File: config.mk
export PLATFORM = sky130hd
export DESIGN_NAME = dvi_output_seq
export DESIGN_NICKNAME = d
export VERILOG_FILES = /design/src/rtl/dvi_seq_pkg.sv /design/src/rtl/sync_2ff.sv /design/src/rtl/dvi_output_seq.sv
export SDC_FILE = /design/constraint.sdc
export NUM_CORES = 1
export LEC_CHECK = 0
export CAP_MARGIN = 10
export CORE_MARGIN = 5
export CORE_UTILIZATION = 40
export CTS_BUF_LIST = sky130_fd_sc_hd__clkbuf_8
export DETAILED_ROUTE_END_ITERATION = 16
export PLACE_DENSITY = 0.7
export RECOVER_POWER = 100
export SLEW_MARGIN = 20
export SYNTH_ARGS = -nofsm -noshare
export SYNTH_HDL_FRONTEND = slang
export SYNTH_SLANG_ARGS = --single-unit
File: constraint.sdc
create_clock -name i_pix_clk -period 2.2 [get_ports i_pix_clk]
set_input_delay 0.33 -clock i_pix_clk [delete_from_list [all_inputs] [get_ports i_pix_clk]]
set_output_delay 0.33 -clock i_pix_clk [all_outputs]
set_load 0.1 [all_outputs]
File: src/rtl/dvi_seq_pkg.sv
// +----------------------------------------------------------------------+
// | Module      : dvi_seq_pkg                                            |
// | Description : Shared types and sizes for the DVI output sequencer.   |
// |               Holds the FSM state encoding (also the o_state value), |
// |               the default source-select width and the lock-loss      |
// |               counter width.                                         |
// | Revision    : 1.0 - initial release                                  |
// +----------------------------------------------------------------------+
`default_nettype none

package dvi_seq_pkg;

  // Encoding is visible on o_state, so values are fixed.
  typedef enum logic [2:0] {
    ST_HOLD   = 3'd0,
    ST_WARMUP = 3'd1,
    ST_RUN    = 3'd2,
    ST_SWITCH = 3'd3
  } state_t;

  localparam int DEF_SRC_W  = 2;
  localparam int LOCK_CNT_W = 8;

endpackage

`default_nettype wire

File: src/rtl/sync_2ff.sv
// +----------------------------------------------------------------------+
// | Module      : sync_2ff                                               |
// | Description : Two-flop synchroniser for a single asynchronous level. |
// | Ports       : i_clk  - destination clock                             |
// |               i_rst  - synchronous active-high reset (output to 0)   |
// |               i_d    - asynchronous input                            |
// |               o_q    - synchronised output, 2 cycles of latency      |
// | Revision    : 1.0 - initial release                                  |
// +----------------------------------------------------------------------+
`default_nettype none

module sync_2ff (
  input  logic i_clk,
  input  logic i_rst,
  input  logic i_d,
  output logic o_q
);

  logic [1:0] r_sync;

  always_ff @(posedge i_clk) begin
    if (i_rst) begin
      r_sync <= 2'b00;
    end else begin
      r_sync <= {r_sync[0], i_d};
    end
  end

  assign o_q = r_sync[1];

endmodule

`default_nettype wire

File: src/rtl/dvi_output_seq.sv
// +----------------------------------------------------------------------+
// | Module      : dvi_output_seq                                         |
// | Description : Bring-up and source-switch sequencer for the DVI path. |
// |               Holds the timing generator in reset until PLL lock is  |
// |               stable, blanks video for a warm-up period, switches    |
// |               sources at frame boundaries with a req/ack handshake   |
// |               and registers the gated RGB/sync stream.               |
// | Ports       : i_pix_clk/i_rst      - clock, sync active-high reset   |
// |               i_pll_locked         - raw async PLL lock              |
// |               i_frame,i_hs,i_vs,i_de - timing generator outputs      |
// |               i_red/green/blue     - pixel from active source        |
// |               i_src_req/i_src_sel  - source change request           |
// |               o_src_ack/o_src_sel  - ack pulse, source mux select    |
// |               o_timing_rst         - timing generator reset          |
// |               o_video_en           - video unblanked                 |
// |               o_hs/vs/de, o_red/green/blue - registered encoder feed |
// |               o_state              - FSM state                       |
// |               o_lock_lost_cnt      - saturating lock-loss count      |
// | Config      : DVI_SEQ_LOCK_CNT_EN - builds the lock-loss counter;    |
// |               when undefined o_lock_lost_cnt is tied to 0.           |
// | Revision    : 1.0 - initial release                                  |
// +----------------------------------------------------------------------+
`default_nettype none

module dvi_output_seq
  import dvi_seq_pkg::*;
#(
  parameter int   LOCK_STABLE_CYCLES = 1024,
  parameter int   WARMUP_FRAMES      = 2,
  parameter int   BLANK_FRAMES       = 1,
  parameter int   SRC_W              = DEF_SRC_W,
  parameter int   DEFAULT_SRC        = 0,
  parameter logic H_POL              = 1'b0,
  parameter logic V_POL              = 1'b0
) (
  input  logic                  i_pix_clk,
  input  logic                  i_rst,
  input  logic                  i_pll_locked,
  input  logic                  i_frame,
  input  logic                  i_hs,
  input  logic                  i_vs,
  input  logic                  i_de,
  input  logic [7:0]            i_red,
  input  logic [7:0]            i_green,
  input  logic [7:0]            i_blue,
  input  logic                  i_src_req,
  input  logic [SRC_W-1:0]      i_src_sel,
  output logic                  o_src_ack,
  output logic [SRC_W-1:0]      o_src_sel,
  output logic                  o_timing_rst,
  output logic                  o_video_en,
  output logic                  o_hs,
  output logic                  o_vs,
  output logic                  o_de,
  output logic [7:0]            o_red,
  output logic [7:0]            o_green,
  output logic [7:0]            o_blue,
  output logic [2:0]            o_state,
  output logic [LOCK_CNT_W-1:0] o_lock_lost_cnt
);

  localparam int c_stable_w  = $clog2(LOCK_STABLE_CYCLES + 1);
  localparam int c_frame_max = (WARMUP_FRAMES > BLANK_FRAMES) ? WARMUP_FRAMES : BLANK_FRAMES;
  localparam int c_frame_w   = (c_frame_max < 2) ? 1 : $clog2(c_frame_max + 1);

  logic w_lock_s;

  sync_2ff u_lock_sync (
    .i_clk (i_pix_clk),
    .i_rst (i_rst),
    .i_d   (i_pll_locked),
    .o_q   (w_lock_s)
  );

  state_t                r_state;
  state_t                w_state_next;
  logic [c_stable_w-1:0] r_stable_cnt;
  logic [c_frame_w-1:0]  r_frame_cnt;
  logic                  r_pend;
  logic [SRC_W-1:0]      r_pending;
  logic [SRC_W-1:0]      r_src_sel;
  logic                  r_src_ack;
  logic                  r_timing_rst;
  logic                  r_video_en;
  logic                  r_hs, r_vs, r_de;
  logic [7:0]            r_red, r_green, r_blue;

  logic w_lock_loss, w_stable_done, w_warm_done, w_blank_done;
  logic w_en_next, w_trst_next;

  always_comb begin
    w_lock_loss   = (r_state != ST_HOLD) && !w_lock_s;
    // Lock must still be present on the releasing cycle, otherwise we
    // would leave HOLD only to count a lock loss one cycle later.
    w_stable_done = (r_stable_cnt == c_stable_w'(LOCK_STABLE_CYCLES)) && w_lock_s;
    w_warm_done   = i_frame && (r_frame_cnt == c_frame_w'(WARMUP_FRAMES - 1));
    w_blank_done  = i_frame && (r_frame_cnt == c_frame_w'(BLANK_FRAMES - 1));

    w_state_next = r_state;
    if (w_lock_loss) begin
      w_state_next = ST_HOLD;
    end else begin
      case (r_state)
        ST_HOLD:   if (w_stable_done)       w_state_next = ST_WARMUP;
        ST_WARMUP: if (w_warm_done)         w_state_next = ST_RUN;
        ST_RUN:    if (i_frame && r_pend)   w_state_next = ST_SWITCH;
        ST_SWITCH: if (w_blank_done)        w_state_next = ST_RUN;
        default:                            w_state_next = ST_HOLD;
      endcase
    end

    // Gating follows the next state so it flips on the frame-start pixel.
    w_en_next   = (w_state_next == ST_RUN);
    w_trst_next = (w_state_next == ST_HOLD);
  end

  always_ff @(posedge i_pix_clk) begin
    if (i_rst) begin
      r_state      <= ST_HOLD;
      r_stable_cnt <= '0;
      r_frame_cnt  <= '0;
      r_pend       <= 1'b0;
      r_pending    <= SRC_W'(DEFAULT_SRC);
      r_src_sel    <= SRC_W'(DEFAULT_SRC);
      r_src_ack    <= 1'b0;
      r_timing_rst <= 1'b1;
      r_video_en   <= 1'b0;
      r_hs         <= ~H_POL;
      r_vs         <= ~V_POL;
      r_de         <= 1'b0;
      r_red        <= '0;
      r_green      <= '0;
      r_blue       <= '0;
    end else begin
      r_state      <= w_state_next;
      r_timing_rst <= w_trst_next;
      r_video_en   <= w_en_next;
      r_src_ack    <= 1'b0;

      if ((r_state == ST_HOLD) && w_lock_s && !w_stable_done) begin
        r_stable_cnt <= r_stable_cnt + 1'b1;
      end else begin
        r_stable_cnt <= '0;
      end

      if (w_state_next != r_state) begin
        r_frame_cnt <= '0;
      end else if (i_frame && ((r_state == ST_WARMUP) || (r_state == ST_SWITCH))) begin
        r_frame_cnt <= r_frame_cnt + 1'b1;
      end

      // Lock loss takes priority over the ack; the requester keeps its
      // request up, so it is picked up again once RUN is re-entered.
      // The ack cycle itself is excluded from sampling because the
      // requester is still holding the old request during it.
      if (w_lock_loss) begin
        r_pend <= 1'b0;
      end else if ((r_state == ST_SWITCH) && w_blank_done) begin
        r_pend    <= 1'b0;
        r_src_ack <= 1'b1;
      end else if ((r_state == ST_RUN) && !r_pend && !r_src_ack && i_src_req) begin
        r_pend    <= 1'b1;
        r_pending <= i_src_sel;
      end

      if ((r_state == ST_RUN) && (w_state_next == ST_SWITCH)) begin
        r_src_sel <= r_pending;
      end

      r_hs    <= w_trst_next ? ~H_POL : i_hs;
      r_vs    <= w_trst_next ? ~V_POL : i_vs;
      r_de    <= w_trst_next ? 1'b0   : i_de;
      r_red   <= (w_en_next && i_de) ? i_red   : 8'd0;
      r_green <= (w_en_next && i_de) ? i_green : 8'd0;
      r_blue  <= (w_en_next && i_de) ? i_blue  : 8'd0;
    end
  end

`ifdef DVI_SEQ_LOCK_CNT_EN
  logic [LOCK_CNT_W-1:0] r_lock_lost_cnt;

  always_ff @(posedge i_pix_clk) begin
    if (i_rst) begin
      r_lock_lost_cnt <= '0;
    end else if (w_lock_loss && (r_lock_lost_cnt != {LOCK_CNT_W{1'b1}})) begin
      r_lock_lost_cnt <= r_lock_lost_cnt + 1'b1;
    end
  end

  assign o_lock_lost_cnt = r_lock_lost_cnt;
`else
  assign o_lock_lost_cnt = '0;
`endif

  assign o_state      = r_state;
  assign o_src_ack    = r_src_ack;
  assign o_src_sel    = r_src_sel;
  assign o_timing_rst = r_timing_rst;
  assign o_video_en   = r_video_en;
  assign o_hs         = r_hs;
  assign o_vs         = r_vs;
  assign o_de         = r_de;
  assign o_red        = r_red;
  assign o_green      = r_green;
  assign o_blue       = r_blue;

endmodule

`default_nettype wire

### After elaboration in Yosys (flattened, before gate mapping)

Index checks and enable logic that the tools add are counted.

| storage, ports and cells | value |
|---|---|
| bits in registers | 53 |
| input bits | 34 |

| cells by class | value |
|---|---|
| add/sub/neg operators | 2 |
| equality and inequality tests | 8 |
| muxes and demuxes | 7 |
| bitwise logic cells | 4 |
| reduce and logical (&&, ||, !) cells | 30 |

Operators by type and width:

| cell | number |
|---|---|
| $mux 3 | 5 |
| $logic_and 1x1->1 | 14 |
| $eq 3x2->1 const B | 4 |
| $pmux 3 s4 | 1 |
| $add 11x1->11 const B | 1 |
| $eq 11x11->1 const B | 1 |
| $reduce_or 2->1 | 5 |
| $logic_not 3->1 | 2 |
| $logic_not 1->1 | 4 |
| $not 1->1 | 4 |
| $eq 3x1->1 const B | 1 |
| $ne 3x3->1 | 1 |
| $reduce_and 3->1 | 1 |
| $reduce_bool 3->1 | 1 |
| $reduce_or 3->1 | 1 |
| $add 2x1->2 const B | 1 |
| $eq 2x1->1 const B | 1 |
| $logic_not 2->1 | 1 |
| $logic_or 1x1->1 | 1 |
| $mux 1 | 1 |

### Longest topological paths before layout

| logic depth | value |
|---|---|
| depth in word-level cells | 9 |
| mapped depth | 8 |
| depth with buffers taken out | 7 |

### Modules after synthesis

Synthesis repeated with hierarchy kept, for this count alone.

| unflattened totals | value |
|---|---|
| cell total of the unflattened synthesis | 190 |
| area, all modules | 2016.9 um^2 |

By module, submodules not included:

| module | times used | cells each | area an instance (um^2) |
|---|---|---|---|
| dvi_output_seq | 1 | 186 | 1964.4 |
| sync_2ff | 1 | 4 | 52.6 |

### Worst setup path after synthesis

No wires, ideal clock.

| timing path | value |
|---|---|
| path type | flip-flop to flip-flop |
| from | register r_state[1], in the netlist o_state[1] |
| to | register r_blue[0], in the netlist o_blue[0] |
| library setup time | 0.113 ns |
| data arrival time | 2.415 ns |
| setup slack | -0.328 ns |
| stages on the path, launching flop included | 8 |
| buffers on the path | 2 |
| path through | dfxtp_1 -> buf_6 -> mux2_2 -> a221oi_1 -> o31ai_2 -> and3_4 -> buf_6 -> and2_4 |

| between the ends | value |
|---|---|
| word-level cells in the longest chain between the ends | 7 |
| elaborated cells on any way between the ends | 16 |
| those cells by class | eq/ne: 4; mux: 6; bitwise: 1; reduce/logical: 5 |

Ends and longest elaborated chain:

| item | RTL line | source |
|---|---|---|
| start: declaration | dvi_output_seq.sv:75 | `state_t r_state;` |
| start signal: assignment | dvi_output_seq.sv:135 | `r_state <= w_state_next;` |
| $eq 3x2->1 (tied with other cells) | dvi_output_seq.sv:103 | `case (r_state)` |
| $pmux 3 s4 / $logic_and 1x1->1 (equally long branches) | dvi_output_seq.sv:103, dvi_output_seq.sv:92 |  |
| $mux 3 (*) | dvi_output_seq.sv:100 | `if (w_lock_loss) begin` |
| $eq 3x2->1 (*) | dvi_output_seq.sv:113 | `w_en_next = (w_state_next == ST_RUN);` |
| $logic_and 1x1->1 (*) | dvi_output_seq.sv:175 | `r_blue <= (w_en_next && i_de) ? i_blue : 8'd0;` |
| $not 1->1 (no line) (*) | -- |  |
| $reduce_or 2->1 (no line) (*) | -- |  |
| end signal: assignment | dvi_output_seq.sv:175 |  |
| end: declaration | dvi_output_seq.sv:86 | `logic [7:0] r_red, r_green, r_blue;` |

Mark *: on every way between the ends. The rest lies on a longest branch, timed or not.
A chain may end at the register's enable or synchronous reset.

### Worst setup path after layout

| timing path | value |
|---|---|
| from | register r_stable_cnt[0] |
| to | register r_blue[7], in the netlist o_blue[7] |

| between the ends | value |
|---|---|
| word-level cells in the longest chain between the ends | 9 |

Ends and longest elaborated chain:

| item | RTL line | source |
|---|---|---|
| start: declaration | dvi_output_seq.sv:77 | `logic [c_stable_w-1:0] r_stable_cnt;` |
| start signal: assignment | dvi_output_seq.sv:141 | `r_stable_cnt <= r_stable_cnt + 1'b1;` |
| $eq 11x11->1 | dvi_output_seq.sv:95 | `w_stable_done = (r_stable_cnt == c_stable_w'(LOCK_STABLE_CYCLES)) && w_lock_s;` |
| $logic_and 1x1->1 | dvi_output_seq.sv:95 |  |
| $mux 3 | dvi_output_seq.sv:104 | `ST_HOLD: if (w_stable_done) w_state_next = ST_WARMUP;` |
| $pmux 3 s4 | dvi_output_seq.sv:103 |  |
| $mux 3 | dvi_output_seq.sv:100 |  |
| $eq 3x2->1 | dvi_output_seq.sv:113 |  |
| $logic_and 1x1->1 | dvi_output_seq.sv:175 |  |
| $not 1->1 (no line) | -- |  |
| $reduce_or 2->1 (no line) | -- |  |

Every way passes these cells.

==> out/metrics.json <==
{
  "floorplanning": {
    "initial_core_util_pct": 40.5,
    "i_o_pin_count": 77,
    "core_area_mm2": 0.00504,
    "num_rows": 26,
    "floorplan.die.height_um": 81.5,
    "area_of_the_die_mm2": 0.00664,
    "die_width_um": 81.5
  },
  "global_route": {
    "grt_remaining_overflow": 0,
    "grt_antenna_before_repair": 0,
    "first_pass_grt_wire_length_mm": 6.23,
    "vias_in_the_first_global_route": 1405,
    "grt.total_usage_pct": 12.1,
    "pin_count_of_the_biggest_net_entering_global_routing": 25
  },
  "power_and_ir_drop": {
    "power.combinational.fraction_pct": 8.1,
    "p_leak_nw": 0.987,
    "vdd_ir_drop_max_mv": 0.358,
    "power_frac_seq_pct": 55.1,
    "clockPowerShare_pct": 36.8,
    "internal-power_mw": 1.36,
    "pwr_density_cell_mw_per_mm2": 675,
    "switching_share_pct": 22.6,
    "power_switching_mw": 0.395
  },
  "routing": {
    "route.final.wire_length_mm": 3.95,
    "route.vias.total": 1426,
    "routedWlPerCell_um": 11.8,
    "remaining_drc_errors": 0,
    "vias_per_cell": 4.27,
    "dr.first_iter.drc_count": 52,
    "route.antenna.remaining_nets": 0,
    "detail_route.first_pass.iterations": 4
  },
  "yosys": {
    "synth_cells": 194,
    "asyncSetResetFlopFracSynth_pct": 0,
    "netlist-cell-type-count": 38,
    "synth_seq_cells": 53,
    "synth_area_mm2": 0.00204,
    "synth_top_family_by_area": "simple AND/OR/NAND/NOR gates",
    "synth_edf_count": 0,
    "yosys.area_share.simple_pct": 26.1,
    "synth_compound_area_share_pct": 4.35,
    "synth.yosys.warnings": 0,
    "post_synth_adder_cell_area_pct": 2.45,
    "synth_top_flop_cell": "dfxtp_1",
    "yosys-mux-area-fraction_pct": 3.00,
    "post_synth.cell_area_avg_um2": 10.5,
    "ys_seq_area_share_pct": 51.9,
    "post_synth_xor_xnor_area_pct": 4.72
  },
  "job": {
    "timing.max_cap.violations": 0
  },
  "finish": {
    "layout.nets": 301,
    "final_area_mm2": 0.00259,
    "layout.cells.non_filler": 334,
    "post_route_cells_drive_above_1_share_pct": 10.2,
    "syn2layout_area_growth_pct": 27.0,
    "final.fill_count": 522,
    "antenna_cells": 0
  },
  "placement": {
    "dp_hpwl_mm": 3.05,
    "place_congestion": 0.705,
    "total_cell_area_at_the_placement_stage_mm2": 0.00266,
    "pre_cts_slack_ns": 0.128,
    "port_buffers": 68,
    "numPlacedInstances": 326
  },
  "timing": {
    "fin_worst_skew_ns": 0.00986,
    "grt_setup_unrepaired": "false",
    "final_slew_violations": 0,
    "timing.setup.tns_ns": 0,
    "worst_hold_slack_ns": 0.429,
    "slew-limit-headroom_pct": 19.8,
    "fin_crit_ns": 2.02,
    "final_min_period_over_clock_period_pct": 91.6,
    "hold_violations": 0,
    "worst_slew_pin_tran_ns": 1.21,
    "fmax_ghz": 0.496,
    "finalSetupViolCount": 0,
    "setup_ws_final_ns": 0.185
  },
  "clock_network": {
    "cts_tree": "yes",
    "clock_buffers_created_by_tritoncts": 5,
    "htreeDepth": 2,
    "clkTransAtPathRegs_ns": 0.09,
    "clock_latency_ns": 0.30,
    "clock_path_buffers": 2,
    "cts_root_buf": "clkbuf_8",
    "cts.sink_count": 53,
    "cts_hold_buf": 0
  },
  "critical_path": {
    "worstSetupPathType": "register to register",
    "start_kind": "register",
    "crit_fanout": 24,
    "timing.critical_path.required_ns": 2.40,
    "worst-endpoint-arrival_ns": 2.22,
    "endpoint_kind": "register"
  },
  "outcome": {
    "outcome": "finished, final reports clean"
  },
  "worst_hold_path": {
    "hp-class": "register to register"
  }
}
-- what timing repair did --
item	in CTS	in global routing
resized for setup	0	0
setup buffers	0	0
endpoints found under the setup margin	0	6
-- stage by stage --
step	power (mW)	util, %
4_1_cts	1.78	54.9
3_5_place_dp	1.13	52.7
5_1_grt	1.83	51.5
3_3_place_gp	1.13	52.7
6_report	1.75	51.5
2_1_floorplan	1.08	-
-- state kept, by name, indices dropped and copies added (netlist names), 2 cells and up --
signal / flops
o_src_sel: 2
r_frame_cnt: 2
o_state: 3
r_pending: 2
o_green: 8
o_red: 8
u_lock_sync.r_sync: 2
o_blue: 8
r_stable_cnt: 11
-- power by group through the flow --
stage,combinational [mW],clock (mW),sequential [mW]
floorplan,0.0885,0,0.991
global placement,0.144,0,0.988
detailed placement,0.145,0,0.988
CTS,0.145,0.668,0.965
global route,0.149,0.711,0.966
finish,0.141,0.644,0.965
-- Yosys cell counts, types with 2 or more instances --
master | count | area share (%)
or2_1 | 2 | 0.61
or3_1 | 2 | 0.61
and3_1 | 4 | 1.2
ha_1 | 4 | 2.4
nor3_1 | 7 | 1.7
nand3_1 | 5 | 1.2
buf_4 | 9 | 3.3
mux2i_1 | 5 | 2.4
nor2_1 | 21 | 3.9
clkbuf_1 | 3 | 0.55
nor2b_1 | 3 | 0.92
o21ai_0 | 3 | 0.73
buf_6 | 3 | 1.7
dfxtp_1 | 53 | 52
or4b_4 | 2 | 1.3
and2_4 | 20 | 8.6
inv_1 | 8 | 1.5
and2_1 | 5 | 1.5
nand2_1 | 6 | 1.1
xor2_1 | 4 | 1.7
o21ba_2 | 2 | 0.98
xnor2_1 | 7 | 3.0
-- cells by family after synthesis --
group | count (synthesis)
AND/OR/NAND/NOR | 84
flip-flops | 53
buffers and inverters | 24
AO/OA/AOI/OAI | 11
XOR/XNOR | 11
multiplexers | 6
adder cells (fa/ha/maj) | 4
other | 1
-- critical path: stages (launching register included) --
cell and delay (ns):
dfxtp_1 0.35, inv_1 0.07, ha_1 0.14, or4b_4 0.48, nor4_4 0.33, o31ai_2 0.12
and3_4 0.25, and2_0 0.18
-- metal layers --
metal / track usage (%) / up-vias / routed length (um)
li1: - / 748 / -
met1: 14.1 / 645 / 1580
met2: 21.6 / 29 / 2140
met3: 2.74 / 4 / 172
met4: 4.56 / 0 / 53
met5: 0 / - / 0
-- final timing paths --
kind / startpoint / to / slack [ns] / depth (start not counted)
max reg2reg: r_stable_cnt[0] / o_blue[7] / 0.18 / 7
min reg2reg: u_lock_sync.r_sync[0] / u_lock_sync.r_sync[1] / 0.43 / 1
max: r_stable_cnt[0] / o_blue[7] / 0.18 / 7
min: u_lock_sync.r_sync[0] / u_lock_sync.r_sync[1] / 0.43 / 1
-- layout by cell type (no fill, tap or decap), types with 2 or more instances in the layout --
| cell type | netlist | final |
|---|---|---|
| and2_0 | 0 | 7 |
| and2_1 | 5 | 13 |
| and2_4 | 20 | 5 |
| and3_1 | 4 | 4 |
| clkbuf_1 | 3 | 34 |
| clkbuf_2 | 0 | 3 |
| clkbuf_8 | 0 | 5 |
| clkdlybuf4s50_1 | 0 | 31 |
| conb_1 | 1 | 9 |
| dfxtp_1 | 53 | 51 |
| dlygate4sd3_1 | 0 | 2 |
| ha_1 | 4 | 4 |
| inv_1 | 8 | 9 |
| mux2i_1 | 5 | 5 |
| nand2_1 | 6 | 6 |
| nand3_1 | 5 | 5 |
| nor2_1 | 21 | 21 |
| nor2b_1 | 3 | 3 |
| nor3_1 | 7 | 7 |
| o21ai_0 | 3 | 3 |
| or2_1 | 2 | 2 |
| or3_1 | 2 | 2 |
| or4b_4 | 2 | 2 |
| xnor2_1 | 7 | 7 |
| xor2_1 | 4 | 4 |
-- layout make-up --
type | count | area, um^2 | share of cell area, %
sequential | 53 | 1070 | 41.1
multi-input combinational | 125 | 827 | 31.9
timing repair buffer | 70 | 473 | 18.2
tap | 70 | 87.6 | 3.38
clock buffer | 5 | 68.8 | 2.65
clock inverter | 3 | 42.5 | 1.64
inverter | 8 | 30.0 | 1.16
Note: power is estimated with default switching activity, not from simulation.
